## src/rtl/message_stream_arbiter_pkg.sv

```systemverilog
// Shared definitions for the message stream arbiter: FSM states, header layout helpers and
// the default word/length geometry.
package message_stream_arbiter_pkg;

    localparam int unsigned DEFAULT_WIDTH    = 32;
    localparam int unsigned DEFAULT_LEN_BITS = 8;

    typedef enum logic {
        StIdle = 1'b0,
        StSend = 1'b1
    } arb_state_e;

    // Header words are marked by their most significant bit.
    function automatic int unsigned hdr_flag_bit(input int unsigned width);
        return width - 1;
    endfunction

endpackage

```

## src/rtl/message_fifo.sv

```systemverilog
// Single-clock first-word-fall-through FIFO; rdata shows the head word whenever empty is low.
module message_fifo #(
    parameter int unsigned WIDTH     = 32,
    parameter int unsigned DEPTH     = 16,
    parameter int unsigned LOG_DEPTH = 4
) (
    input  logic             clk,
    input  logic             rst,
    input  logic             push,
    input  logic [WIDTH-1:0] wdata,
    input  logic             pop,
    output logic [WIDTH-1:0] rdata,
    output logic             full,
    output logic             empty
);

    logic [WIDTH-1:0]   mem [DEPTH];
    logic [LOG_DEPTH:0] wr_ptr_q;
    logic [LOG_DEPTH:0] rd_ptr_q;
    logic               wr_en;
    logic               rd_en;

    assign empty = (wr_ptr_q == rd_ptr_q);
    assign full  = (wr_ptr_q[LOG_DEPTH] != rd_ptr_q[LOG_DEPTH]) &&
                   (wr_ptr_q[LOG_DEPTH-1:0] == rd_ptr_q[LOG_DEPTH-1:0]);
    // A pop in the same cycle frees the slot, so a push into a full FIFO is still accepted.
    assign wr_en = push && (!full || pop);
    assign rd_en = pop && !empty;
    assign rdata = mem[rd_ptr_q[LOG_DEPTH-1:0]];

    always_ff @(posedge clk) begin
        if (rst) begin
            wr_ptr_q <= '0;
            rd_ptr_q <= '0;
        end else begin
            if (wr_en) wr_ptr_q <= wr_ptr_q + 1'b1;
            if (rd_en) rd_ptr_q <= rd_ptr_q + 1'b1;
        end
    end

    always_ff @(posedge clk) begin
        if (!rst && wr_en) mem[wr_ptr_q[LOG_DEPTH-1:0]] <= wdata;
    end

endmodule

```

## src/rtl/message_stream_arbiter.sv

```systemverilog
// Merges N word-serial message streams onto one output, granting whole packets round-robin
// so that packets never interleave.
module message_stream_arbiter
    import message_stream_arbiter_pkg::*;
#(
    parameter int unsigned N_STREAMS       = 2,
    parameter int unsigned LOG_N_STREAMS   = 1,
    parameter int unsigned WIDTH           = DEFAULT_WIDTH,
    parameter int unsigned FIFO_LENGTH     = 16,
    parameter int unsigned LOG_FIFO_LENGTH = 4,
    parameter int unsigned LEN_BITS        = DEFAULT_LEN_BITS
) (
    input  logic                       clk,
    input  logic                       rst,
    input  logic [WIDTH*N_STREAMS-1:0] in_data,
    input  logic [N_STREAMS-1:0]       in_nd,
    output logic [WIDTH-1:0]           out_data,
    output logic                       out_nd,
    output logic [LOG_N_STREAMS-1:0]   out_stream,
    output logic [N_STREAMS-1:0]       error
);

    localparam int unsigned HDR_BIT = hdr_flag_bit(WIDTH);

    logic [WIDTH-1:0]         fifo_rdata [N_STREAMS];
    logic [N_STREAMS-1:0]     fifo_full;
    logic [N_STREAMS-1:0]     fifo_empty;
    logic [N_STREAMS-1:0]     pop;
    logic [N_STREAMS-1:0]     drop;
    logic [N_STREAMS-1:0]     resync;

    arb_state_e               state_q;
    logic [LOG_N_STREAMS-1:0] rr_q;
    logic [LEN_BITS-1:0]      cnt_q;

    logic                     found;
    logic [LOG_N_STREAMS-1:0] sel;
    logic [LOG_N_STREAMS-1:0] src;
    logic [WIDTH-1:0]         head;

    for (genvar i = 0; i < N_STREAMS; i++) begin : g_fifo
        message_fifo #(
            .WIDTH     (WIDTH),
            .DEPTH     (FIFO_LENGTH),
            .LOG_DEPTH (LOG_FIFO_LENGTH)
        ) u_fifo (
            .clk   (clk),
            .rst   (rst),
            .push  (in_nd[i]),
            .wdata (in_data[(i+1)*WIDTH-1 -: WIDTH]),
            .pop   (pop[i]),
            .rdata (fifo_rdata[i]),
            .full  (fifo_full[i]),
            .empty (fifo_empty[i])
        );
    end

    always_comb begin
        int unsigned idx;
        logic [LOG_N_STREAMS-1:0] cand;
        idx   = 0;
        cand  = '0;
        found = 1'b0;
        sel   = rr_q;
        // Scan starts just after the last granted stream and wraps at N_STREAMS-1.
        for (int unsigned k = 1; k <= N_STREAMS; k++) begin
            idx  = (int'(rr_q) + k) % N_STREAMS;
            cand = LOG_N_STREAMS'(idx);
            if (!found && !fifo_empty[cand]) begin
                found = 1'b1;
                sel   = cand;
            end
        end

        src    = (state_q == StIdle) ? sel : rr_q;
        head   = fifo_rdata[src];
        pop    = '0;
        resync = '0;
        if (state_q == StIdle) begin
            if (found) begin
                pop[sel] = 1'b1;
                if (!head[HDR_BIT]) resync[sel] = 1'b1;
            end
        end else if (!fifo_empty[rr_q]) begin
            pop[rr_q] = 1'b1;
        end
        drop = in_nd & fifo_full & ~pop;
    end

    always_ff @(posedge clk) begin
        if (rst) begin
            state_q    <= StIdle;
            rr_q       <= LOG_N_STREAMS'(N_STREAMS - 1);
            cnt_q      <= '0;
            out_data   <= '0;
            out_nd     <= 1'b0;
            out_stream <= '0;
            error      <= '0;
        end else begin
            out_nd <= 1'b0;
            error  <= error | drop | resync;
            case (state_q)
                StIdle: begin
                    if (found && head[HDR_BIT]) begin
                        out_data   <= head;
                        out_nd     <= 1'b1;
                        out_stream <= sel;
                        rr_q       <= sel;
                        cnt_q      <= head[LEN_BITS-1:0];
                        if (head[LEN_BITS-1:0] != '0) state_q <= StSend;
                    end
                end
                StSend: begin
                    if (!fifo_empty[rr_q]) begin
                        out_data   <= head;
                        out_nd     <= 1'b1;
                        out_stream <= rr_q;
                        cnt_q      <= cnt_q - 1'b1;
                        if (cnt_q == LEN_BITS'(1)) state_q <= StIdle;
                    end
                end
                default: state_q <= StIdle;
            endcase
        end
    end

endmodule

```

## config.mk

```make
export PLATFORM = sky130hd
export DESIGN_NAME = message_stream_arbiter
export DESIGN_NICKNAME = d
export VERILOG_FILES = /design/src/rtl/message_stream_arbiter_pkg.sv /design/src/rtl/message_fifo.sv /design/src/rtl/message_stream_arbiter.sv
export SDC_FILE = /design/constraint.sdc
export NUM_CORES = 1
export LEC_CHECK = 0
export CAP_MARGIN = 20
export CORE_ASPECT_RATIO = 1.75
export CORE_MARGIN = 4
export CORE_UTILIZATION = 32
export CTS_CLUSTER_DIAMETER = 40
export CTS_CLUSTER_SIZE = 12
export DETAILED_ROUTE_END_ITERATION = 7
export PLACE_DENSITY_LB_ADDON = 0.05
export SYNTH_ARGS = -nofsm -noshare
export SYNTH_HDL_FRONTEND = slang
export SYNTH_SLANG_ARGS = --single-unit
```

## constraint.sdc

```tcl
create_clock -name clk -period 8.5 [get_ports clk]
set_input_delay 1.7 -clock clk [delete_from_list [all_inputs] [get_ports clk]]
set_output_delay 1.7 -clock clk [all_outputs]
set_load 0.01 [all_outputs]
```

==> results of run 1 <==
logic make-up (layout without fill, tap and decap cells):
logic type | Yosys count | after routing
flops | 1098 | 1098
mux | 342 | 342
simple gates | 237 | 237
compound gates | 127 | 127
buf+inv | 120 | 412
xor+xnor | 28 | 28
fa+ha+maj | 12 | 12
other cells | 0 | 4
power breakdown:
part	leakage, nW	internal [W]	switching [W]
clock network	2.18	0.00352	0.00226
logic	3.39	0.00136	0.00157
registers	9.84	0.00605	0.000217
cells in the mapped netlist, drive strengths merged, types with 3 or more instances:
cell     number
nand3        23
o21ai        11
o211ai        3
a21oi        14
xor2         14
buf          48
nor4          7
nor2         86
nand4        13
nor3         17
and3         15
a211oi       36
edfxtp     1024
o221ai        7
a22oi        18
xnor2        14
mux2          3
nand2b        8
mux2i        52
nor2b        12
clkbuf       59
inv          13
a211o         3
a311oi        8
nand2        39
or3           3
mux4        287
ha           12
dfxtp        74
and2          7
a22o          7
a2111oi       8
o21a          3
final cells by class:
cell class	count	area share
Antenna cell	4	0.000200
Clock buffer	170	0.0735
Clock inverter	71	0.0165
Inverter	13	0.000973
Multi-Input combinational cell	746	0.193
Sequential cell	1098	0.643
Tap cell	1691	0.0422
Timing Repair Buffer	158	0.0302
sequential cells by signal (all words and copies together), names as in the netlist, named ones only:
| signal | flops |
|---|---|
| cnt_q | 8 |
| error | 2 |
| g_fifo.u_fifo.mem | 1024 |
| g_fifo.u_fifo.rd_ptr_q | 10 |
| g_fifo.u_fifo.wr_ptr_q | 10 |
| out_data | 32 |
| out_nd | 1 |
| out_stream | 1 |
| rr_q | 1 |
| state_q | 1 |
worst max-delay path, cell delays in order (launching register included):
cell,delay (ps)
sky130_fd_sc_hd__dfxtp_4,910
sky130_fd_sc_hd__mux4_2,420
sky130_fd_sc_hd__mux2i_1,80
sky130_fd_sc_hd__mux2_2,400
sky130_fd_sc_hd__or3_1,450
sky130_fd_sc_hd__a311oi_4,260
sky130_fd_sc_hd__buf_4,670
sky130_fd_sc_hd__nor2_1,90
sky130_fd_sc_hd__a211oi_1,250
stage by stage:
stage	utilization	hold slack [ps]	cell area, um2	worst slack [ps]
CTS	0.382	518	50100	4600
global placement	0.347	489	45500	3980
detailed placement	0.348	508	45600	3970
global route	0.382	541	50200	4420
floorplan	-	468	42300	2700
finish	0.382	508	50200	4680
path summary, 6_finish.rpt:
kind                                  from                         to  slack, ps
setup / recovery                 flip-flop  out_data[27]$_SDFFE_PP0P_       4680
hold / removal    out_data[5]$_SDFFE_PP0P_   out_data[5]$_SDFFE_PP0P_        510
setup reg to reg                 flip-flop  out_data[27]$_SDFFE_PP0P_       4680
hold reg to reg   out_data[5]$_SDFFE_PP0P_   out_data[5]$_SDFFE_PP0P_        510
placed cells by master, fill, tap and decap left out, types with 14 or more instances in the layout:
cell type and instances:
sky130_fd_sc_hd__edfxtp_1 1024, sky130_fd_sc_hd__mux4_2 287, sky130_fd_sc_hd__clkbuf_16 142, sky130_fd_sc_hd__clkdlybuf4s50_1 102, sky130_fd_sc_hd__nor2_1 75, sky130_fd_sc_hd__dfxtp_1 67, sky130_fd_sc_hd__mux2i_1 52, sky130_fd_sc_hd__buf_4 50
sky130_fd_sc_hd__nand2_1 39, sky130_fd_sc_hd__a211oi_1 35, sky130_fd_sc_hd__clkbuf_1 25, sky130_fd_sc_hd__nand3_1 23, sky130_fd_sc_hd__a22oi_1 18, sky130_fd_sc_hd__clkinv_2 15, sky130_fd_sc_hd__xnor2_1 14, sky130_fd_sc_hd__xor2_1 14
sky130_fd_sc_hd__a21oi_1 14, sky130_fd_sc_hd__bufinv_16 14
layer usage:
metal  track usage  up-vias
met3        0.0304      161
met2         0.302      372
met1         0.189    10800
met4        0.0506        6
met5             0        -
li1              -     8642
==> results.py, run 1 <==
metrics = {
    "timing": {
        "grt_setup_unrepaired": "no",
        "finalSetupViolCount": 0,
        "setup-tns-final_ps": 0,
        "transition_time_at_the_pin_with_the_least_slew_margin_ps": 966,
        "timing.final.crit_period_ps": 3820,
        "achievable-frequency_mhz": 262,
        "finalMaxSlewViolations": 0,
        "hold_viol": 0,
        "headroom_to_the_max_slew_limit": 0.356,
        "final_min_period_over_clock_period": 0.450,
        "clock_skew_ps": 26.5,
    },
    "pwr": {
        "p_leak_nw": 15.4,
        "powerDensity_nw_per_um2": 299,
        "report.power.total_w": 0.0150,
        "ir_worst_vdd_mv": 0.212,
    },
    "logic_synthesis": {
        "synth-compound-area-share": 0.0229,
        "synth_cell_types": 56,
        "postSynthCellCount": 1964,
        "synth-xor-area-share": 0.00580,
        "synth.net_count": 2044,
        "synthFlopType": "sky130_fd_sc_hd__edfxtp_1",
        "yosys_warnings": 0,
        "synth_top_cell_by_area": "sky130_fd_sc_hd__edfxtp_1",
        "yosysTopAreaCellShare": 0.728,
        "post_synth_and_or_nand_nor_area_fraction": 0.0269,
        "synth_area_um2": 42300,
        "ys_top_cells_by_area": "sky130_fd_sc_hd__edfxtp_1, sky130_fd_sc_hd__mux4_2, sky130_fd_sc_hd__dfxtp_1, sky130_fd_sc_hd__mux2i_1, sky130_fd_sc_hd__nor2_1",
        "synth.area.mux_share": 0.166,
        "syn_area_per_cell_um2": 21.5,
        "synth-adder-area-share": 0.00355,
        "ys_seq_elements": 1098,
        "async_reset_ff_frac": 0,
        "synth_top_family_by_area": "multiplexers",
        "seq_area_frac_synth": 0.763,
        "number_of_enable_flip_flop_cells_after_synthesis": 1024,
    },
    "clock_tree": {
        "cts.sinks": 1098,
        "cts_tree": "done",
        "postCtsHoldBufs": 0,
        "post_cts_resize_count": 0,
        "clock_tree.htree_level_count": 4,
        "root_driver": "sky130_fd_sc_hd__clkbuf_16",
        "insertion_delay_ps": 740,
        "post_cts.repair.setup_buffers": 0,
        "ctsLongestPathBuffers": 3,
        "tritoncts.num_buffers": 135,
        "register_clock_pin_slew_on_the_reported_worst_setup_and_hold_paths_ps": 60,
    },
    "routing": {
        "routed-via-count": 20000,
        "postRouteAntennaNets": 0,
        "post-route-drc-count": 0,
        "detail_route.wl_per_cell_um": 28.0,
        "topRoutingLayerUsed": "met5",
        "first_iter_violations": 1249,
        "routed-wl-met3_um": 3800,
        "drt_first_pass_iters": 5,
        "totalWireLength_um": 111000,
        "route.met2.wl_um": 61300,
        "vias_per_cell": 5.07,
        "wl_met1_um": 42700,
    },
    "critical_path": {
        "cp.arrival_ps": 4470,
        "critical_path_peak_fanout": 76,
        "critPathRequiredTime_ps": 9150,
        "worstRegToRegCells": 8,
        "critical_path.startpoint_type": "flip-flop",
        "criticalPathCategory": "flip-flop to flip-flop",
        "worstSetupEndpointType": "flip-flop",
    },
    "finish": {
        "n_fill_cell": 11900,
        "layoutNonFillerInstCount": 3951,
        "layout-drive-gt1-share": 0.265,
        "area_growth_pct": 18.7,
        "nets": 2232,
        "seq_area_um2": 32200,
        "multi_input_comb_area_um2": 9700,
    },
    "job": {
        "max-cap-violations": 0,
    },
    "placed_design": {
        "detailed_place_hpwl_um": 63200,
        "port_buffers": 103,
        "finalWeightedCongestion": 0.746,
        "placed_cells": 3706,
    },
    "global_route": {
        "grt_start_max_net_pins": 113,
        "grt_pass1_wl_um": 159000,
        "grt_antenna_before_repair": 8,
        "first_global_vias": 21900,
        "globalRouteTotalUtil": 0.163,
        "grt_remaining_overflow": 0,
    },
    "floorplan": {
        "core_region_area_um2": 131000,
        "floorplan.io_pins": 104,
        "fp-row-count": 176,
        "die_width_um": 283,
        "die_area_um2": 138000,
        "start_util": 0.322,
        "height_of_the_die_um": 489,
    },
    "min_path": {
        "timing.hold.worst_path_depth": 2,
        "worstHoldPathType": "flip-flop to flip-flop",
    },
    "outcome": {
        "outcome": "finished clean",
    },
}
No activity file was read; power rests on OpenSTA's default activity.
==> run 2: changes to the inputs <==
==> constraint.sdc (replaced) <==
create_clock -name clk -period 3.8 [get_ports clk]
set_input_delay 0.76 -clock clk [delete_from_list [all_inputs] [get_ports clk]]
set_output_delay 0.76 -clock clk [all_outputs]
set_load 0.01 [all_outputs]
==> results.py, run 2 (synthesis results as in run 1) <==
metrics = {
    "outcome": {
        "outcome": "finished clean",
    },
    "floorplan": {
        "die_width_um": 283,
        "height_of_the_die_um": 489,
        "fp-row-count": 176,
        "start_util": 0.322,
        "core_region_area_um2": 131000,
        "die_area_um2": 138000,
        "floorplan.io_pins": 104,
    },
    "global_route": {
        "grt_remaining_overflow": 0,
        "grt_start_max_net_pins": 88,
        "grt_antenna_before_repair": 9,
        "globalRouteTotalUtil": 0.169,
        "grt_pass1_wl_um": 165000,
        "first_global_vias": 22300,
    },
    "clock_tree": {
        "cts.sinks": 1098,
        "register_clock_pin_slew_on_the_reported_worst_setup_and_hold_paths_ps": 60,
        "post_cts_resize_count": 0,
        "postCtsHoldBufs": 0,
        "root_driver": "sky130_fd_sc_hd__clkbuf_16",
        "post_cts.repair.setup_buffers": 0,
        "cts_tree": "done",
        "clock_tree.htree_level_count": 4,
        "tritoncts.num_buffers": 132,
        "ctsLongestPathBuffers": 3,
        "insertion_delay_ps": 730,
    },
    "timing": {
        "finalSetupViolCount": 0,
        "grt_setup_unrepaired": "no",
        "transition_time_at_the_pin_with_the_least_slew_margin_ps": 929,
        "finalMaxSlewViolations": 0,
        "achievable-frequency_mhz": 324,
        "worst_slack_ps": 716,
        "timing.final.crit_period_ps": 3080,
        "hold_viol": 0,
        "clock_skew_ps": 26.2,
        "final_min_period_over_clock_period": 0.812,
        "headroom_to_the_max_slew_limit": 0.378,
    },
    "finish": {
        "layout_commonest_cell": "sky130_fd_sc_hd__edfxtp_1",
        "layout-drive-gt1-share": 0.276,
        "layoutNonFillerInstCount": 3990,
        "nets": 2283,
        "final_cell_mix": "sky130_fd_sc_hd__edfxtp_1, sky130_fd_sc_hd__mux4_2, sky130_fd_sc_hd__clkbuf_16",
        "area_growth_pct": 19.9,
        "largest_register_ffs": 1024,
    },
    "placed_design": {
        "finalWeightedCongestion": 0.766,
        "placement.setup.worst_slack_ps": 591,
        "detailed_place_hpwl_um": 69200,
        "port_buffers": 103,
        "placed_cells": 3760,
    },
    "pwr": {
        "powerDensity_nw_per_um2": 652,
        "ir_worst_vdd_mv": 0.348,
        "p_leak_nw": 15.6,
    },
    "routing": {
        "drt_first_pass_iters": 5,
        "detail_route.wl_per_cell_um": 28.6,
        "vias_per_cell": 5.07,
        "post-route-drc-count": 0,
        "first_iter_violations": 1348,
        "postRouteAntennaNets": 0,
        "totalWireLength_um": 114000,
        "routed-via-count": 20200,
    },
    "critical_path": {
        "cp.arrival_ps": 3640,
        "critPathRequiredTime_ps": 4350,
        "criticalPathCategory": "flip-flop to flip-flop",
        "worstSetupEndpointType": "flip-flop",
        "critical_path_peak_fanout": 27,
        "critical_path.startpoint_type": "flip-flop",
    },
    "min_path": {
        "worstHoldPathType": "input port to flip-flop",
    },
    "job": {
        "max-cap-violations": 0,
    },
}
run 2: cell count changes in the layout (fill, tap and decap cells not counted), moves of 4 or more:
| cell | previous run | this run |
|---|---|---|
| sky130_fd_sc_hd__buf_4 | 50 | 73 |
| sky130_fd_sc_hd__clkinvlp_4 | 10 | 14 |
| sky130_fd_sc_hd__nor4_2 | 4 | 0 |
| sky130_fd_sc_hd__clkinv_2 | 15 | 6 |
| sky130_fd_sc_hd__bufinv_16 | 14 | 5 |
| sky130_fd_sc_hd__clkinv_4 | 9 | 5 |
| sky130_fd_sc_hd__clkinv_1 | 10 | 15 |
| sky130_fd_sc_hd__nor4_4 | 0 | 4 |
| sky130_fd_sc_hd__nor3_4 | 0 | 6 |
| sky130_fd_sc_hd__buf_12 | 6 | 37 |
| sky130_fd_sc_hd__nor3_2 | 10 | 4 |
run 2: worst paths after layout:
kind / cells after the start / startpoint / endpoint / slack [ps]
worst max-delay path: 9 / flip-flop / state_q$_SDFF_PP0_ / 720
worst min-delay path: 4 / rst / rr_q$_SDFFE_PP1P_ / 490
worst max register to register: 9 / flip-flop / state_q$_SDFF_PP0_ / 720
worst min register to register: 2 / cnt_q[1]$_SDFFE_PP0P_ / cnt_q[1]$_SDFFE_PP0P_ / 510
run 2: worst max-delay path, cell delays in order, from the launching register on:
cell and delay [ps]:
sky130_fd_sc_hd__dfxtp_4 660, sky130_fd_sc_hd__buf_4 420, sky130_fd_sc_hd__nor3b_1 570, sky130_fd_sc_hd__buf_4 230
sky130_fd_sc_hd__a2bb2oi_1 60, sky130_fd_sc_hd__o211ai_1 150, sky130_fd_sc_hd__a211o_1 190, sky130_fd_sc_hd__nand4_1 120
sky130_fd_sc_hd__o41ai_1 360, sky130_fd_sc_hd__a21oi_1 100
run 2: stage by stage:
stage / total power (W) / setup TNS [ps] / hold WS [ps] / cell area, um2 / utilization
2_1_floorplan: 0.0187 / -91210 / 468 / 42300 / -
3_3_place_gp: 0.0214 / 0 / 492 / 46500 / 0.354
3_5_place_dp: 0.0214 / 0 / 498 / 46500 / 0.354
4_1_cts: 0.0336 / 0 / 423 / 50700 / 0.386
5_1_grt: 0.0346 / 0 / 458 / 50700 / 0.386
6_report: 0.0330 / 0 / 493 / 50700 / 0.386
run 2: area by class of cell:
type,count,area (um2)
Antenna cell,3,7.51
Clock buffer,170,3660
Clock inverter,57,505
Fill cell,11900,80600
Inverter,13,48.8
Multi-Input combinational cell,746,9770
Sequential cell,1098,32200
Tap cell,1691,2120
Timing Repair Buffer,212,2310
run 2: layer usage:
layer	part of all wire	vias to the layer above	GRT usage
met5	0.00054	-	0
met4	0.022	10	0.0479
met3	0.035	152	0.0279
met2	0.54	401	0.306
met1	0.40	10900	0.207
li1	-	8741	-
run 2: power by group:
| group | internal (W) | total (W) | leakage, nW | switching [W] |
|---|---|---|---|---|
| registers | 0.0135 | 0.0140 | 9.84 | 0.000498 |
| logic | 0.00326 | 0.00693 | 3.75 | 0.00368 |
| clock network | 0.00715 | 0.0121 | 1.99 | 0.00493 |
| total | 0.0239 | 0.0330 | 15.6 | 0.00910 |
==> run 3: changes to the inputs <==
==> constraint.sdc (replaced) <==
create_clock -name clk -period 2.9 [get_ports clk]
set_input_delay 0.58 -clock clk [delete_from_list [all_inputs] [get_ports clk]]
set_output_delay 0.58 -clock clk [all_outputs]
set_load 0.01 [all_outputs]
==> results.py, run 3 (synthesis results as in run 1) <==
metrics = {
    "floorplan": {
        "die_area_um2": 138000,
        "height_of_the_die_um": 489,
        "core_region_area_um2": 131000,
        "fp-row-count": 176,
        "die_width_um": 283,
        "floorplan.io_pins": 104,
        "start_util": 0.322,
    },
    "critical_path": {
        "timing.rr.end": "out_data[4]$_SDFFE_PP0P_",
        "critical_path_peak_fanout": 27,
        "timing.reg2reg.setup_slack_ps": 90,
        "peak_per_stage_delay_on_the_critical_path_ps": 450,
        "timing.critical_path.mode_cell": "sky130_fd_sc_hd__buf_4",
        "worstSetupEndpointType": "flip-flop",
        "slowest_stage": "sky130_fd_sc_hd__or3_1",
        "criticalPathCategory": "flip-flop to flip-flop",
        "cp.arrival_ps": 3440,
        "critical_path.startpoint_type": "flip-flop",
        "critPathRequiredTime_ps": 3530,
        "worstRegToRegCells": 9,
        "timing.critical_path.cells": "buf_4 -> inv_2 -> mux2i_1 -> mux2_2 -> or3_1 -> a311oi_4 -> buf_4 -> nor2_1 -> a311oi_1",
        "cp-endpoint": "out_data[4]$_SDFFE_PP0P_",
    },
    "timing": {
        "clock_skew_ps": 22.7,
        "timing.final.crit_period_ps": 2810,
        "transition_time_at_the_pin_with_the_least_slew_margin_ps": 1020,
        "hold_viol": 0,
        "achievable-frequency_mhz": 355,
        "grt_setup_unrepaired": "yes",
        "finalMaxSlewViolations": 0,
        "headroom_to_the_max_slew_limit": 0.315,
        "finalSetupViolCount": 0,
        "final_min_period_over_clock_period": 0.970,
    },
    "finish": {
        "largest_register_ffs": 1024,
        "area_growth_pct": 21.7,
        "layout-drive-gt1-share": 0.298,
        "final_cell_mix": "sky130_fd_sc_hd__edfxtp_1, sky130_fd_sc_hd__mux4_2, sky130_fd_sc_hd__clkbuf_16",
        "nets": 2335,
        "layout_commonest_cell": "sky130_fd_sc_hd__edfxtp_1",
        "post-route-util": 0.392,
    },
    "placed_design": {
        "port_buffers": 103,
        "detailed_place_hpwl_um": 69400,
        "finalWeightedCongestion": 0.750,
    },
    "global_route": {
        "globalRouteTotalUtil": 0.170,
        "grt_start_max_net_pins": 65,
        "grt_remaining_overflow": 0,
        "grt_antenna_before_repair": 9,
        "first_global_vias": 22500,
        "grt_pass1_wl_um": 166000,
    },
    "clock_tree": {
        "cts.sinks": 1098,
        "insertion_delay_ps": 730,
        "register_clock_pin_slew_on_the_reported_worst_setup_and_hold_paths_ps": 60,
        "cts_tree": "done",
        "ctsLongestPathBuffers": 3,
        "clock_tree.htree_level_count": 4,
        "root_driver": "sky130_fd_sc_hd__clkbuf_16",
        "postCtsHoldBufs": 0,
        "tritoncts.num_buffers": 135,
    },
    "routing": {
        "first_iter_violations": 1243,
        "detail_route.wl_per_cell_um": 28.6,
        "drt_first_pass_iters": 4,
        "post-route-drc-count": 0,
        "vias_per_cell": 5.07,
        "totalWireLength_um": 116000,
        "routed-via-count": 20500,
        "postRouteAntennaNets": 0,
    },
    "pwr": {
        "powerDensity_nw_per_um2": 857,
        "report.power.total_w": 0.0441,
        "ir_worst_vdd_mv": 0.670,
        "p_leak_nw": 16.0,
    },
    "min_path": {
        "worstHoldPathType": "input port to flip-flop",
    },
    "job": {
        "max-cap-violations": 0,
    },
    "outcome": {
        "outcome": "finished clean",
    },
}
==> run 3: cell types whose count changed in the layout (fill, tap and decap cells not counted), moves of 3 or more <==
cell | previous run | this run
sky130_fd_sc_hd__clkinv_2 | 6 | 16
sky130_fd_sc_hd__nor3_4 | 6 | 10
sky130_fd_sc_hd__inv_6 | 8 | 5
sky130_fd_sc_hd__buf_12 | 37 | 53
sky130_fd_sc_hd__clkbuf_8 | 6 | 9
sky130_fd_sc_hd__nor3_2 | 4 | 0
sky130_fd_sc_hd__clkinv_4 | 5 | 9
sky130_fd_sc_hd__clkinvlp_4 | 14 | 9
sky130_fd_sc_hd__buf_4 | 73 | 106
==> run 3: final cells by class <==
| type | instances | area [um2] |
|---|---|---|
| timing repair buffer | 261 | 2880 |
| fill | 11800 | 79800 |
| clock inverter | 66 | 588 |
| multi-input combinational | 746 | 9860 |
| clock buffer | 171 | 3710 |
| antenna | 4 | 10.0 |
| inverter | 13 | 48.8 |
| sequential | 1098 | 32200 |
| tap | 1691 | 2120 |
==> run 3: where the power goes <==
| part | switching (W) | internal (W) |
|---|---|---|
| sequential | 0.000441 | 0.0177 |
| combinational | 0.00503 | 0.00469 |
| clock | 0.00652 | 0.00969 |
==> run 3: through the flow <==
step | instance area [um2] | instances | hold WS, ps | setup slack (ps) | TNS, ps
2_1_floorplan | 42500 | 1964 | 468 | -351 | -84720
3_3_place_gp | 47100 | 3804 | 489 | -216 | -552
3_5_place_dp | 47100 | 3804 | 496 | -218 | -666
4_1_cts | 51400 | 4041 | 260 | 102 | 0
5_1_grt | 51500 | 4048 | 294 | -74.7 | -311
6_report | 51500 | 4050 | 311 | 85.8 | 0
==> run 3: what timing repair did <==
action                     4_1_cts  5_1_grt
setup endpoints to repair        5       13
resized for setup                4        3
pin swaps                        0        0
cloned                           0        0
setup buffers                    0        5
==> run 3: critical path: cells and delay by family (launching register included) <==
kind | cells | cell delay [ps]
simple gates | 2 | 530
flops | 1 | 430
mux | 2 | 480
buf+inv | 3 | 690
compound gates | 2 | 590
==> run 3: worst min-delay path by stage <==
stage	cells after the start	from	endpoint	slack, ps
floorplan	2	cnt_q[1]$_SDFFE_PP0P_	cnt_q[1]$_SDFFE_PP0P_	470
global placement	2	out_stream$_SDFFE_PP0P_	out_stream$_SDFFE_PP0P_	490
detailed placement	2	out_data[24]$_SDFFE_PP0P_	out_data[24]$_SDFFE_PP0P_	500
CTS	3	rst	rr_q$_SDFFE_PP1P_	260
global route	3	rst	rr_q$_SDFFE_PP1P_	290
finish	3	rst	rr_q$_SDFFE_PP1P_	310
==> run 3: per-layer routing <==
| metal | share of wire | vias up | routed length, um | GRT usage |
|---|---|---|---|---|
| met5 | 0.00035 | - | 41 | 0 |
| met4 | 0.018 | 6 | 2030 | 0.0378 |
| met3 | 0.035 | 146 | 4040 | 0.0309 |
| met2 | 0.55 | 390 | 63800 | 0.318 |
| met1 | 0.40 | 11200 | 45800 | 0.205 |
| li1 | - | 8846 | - | - |
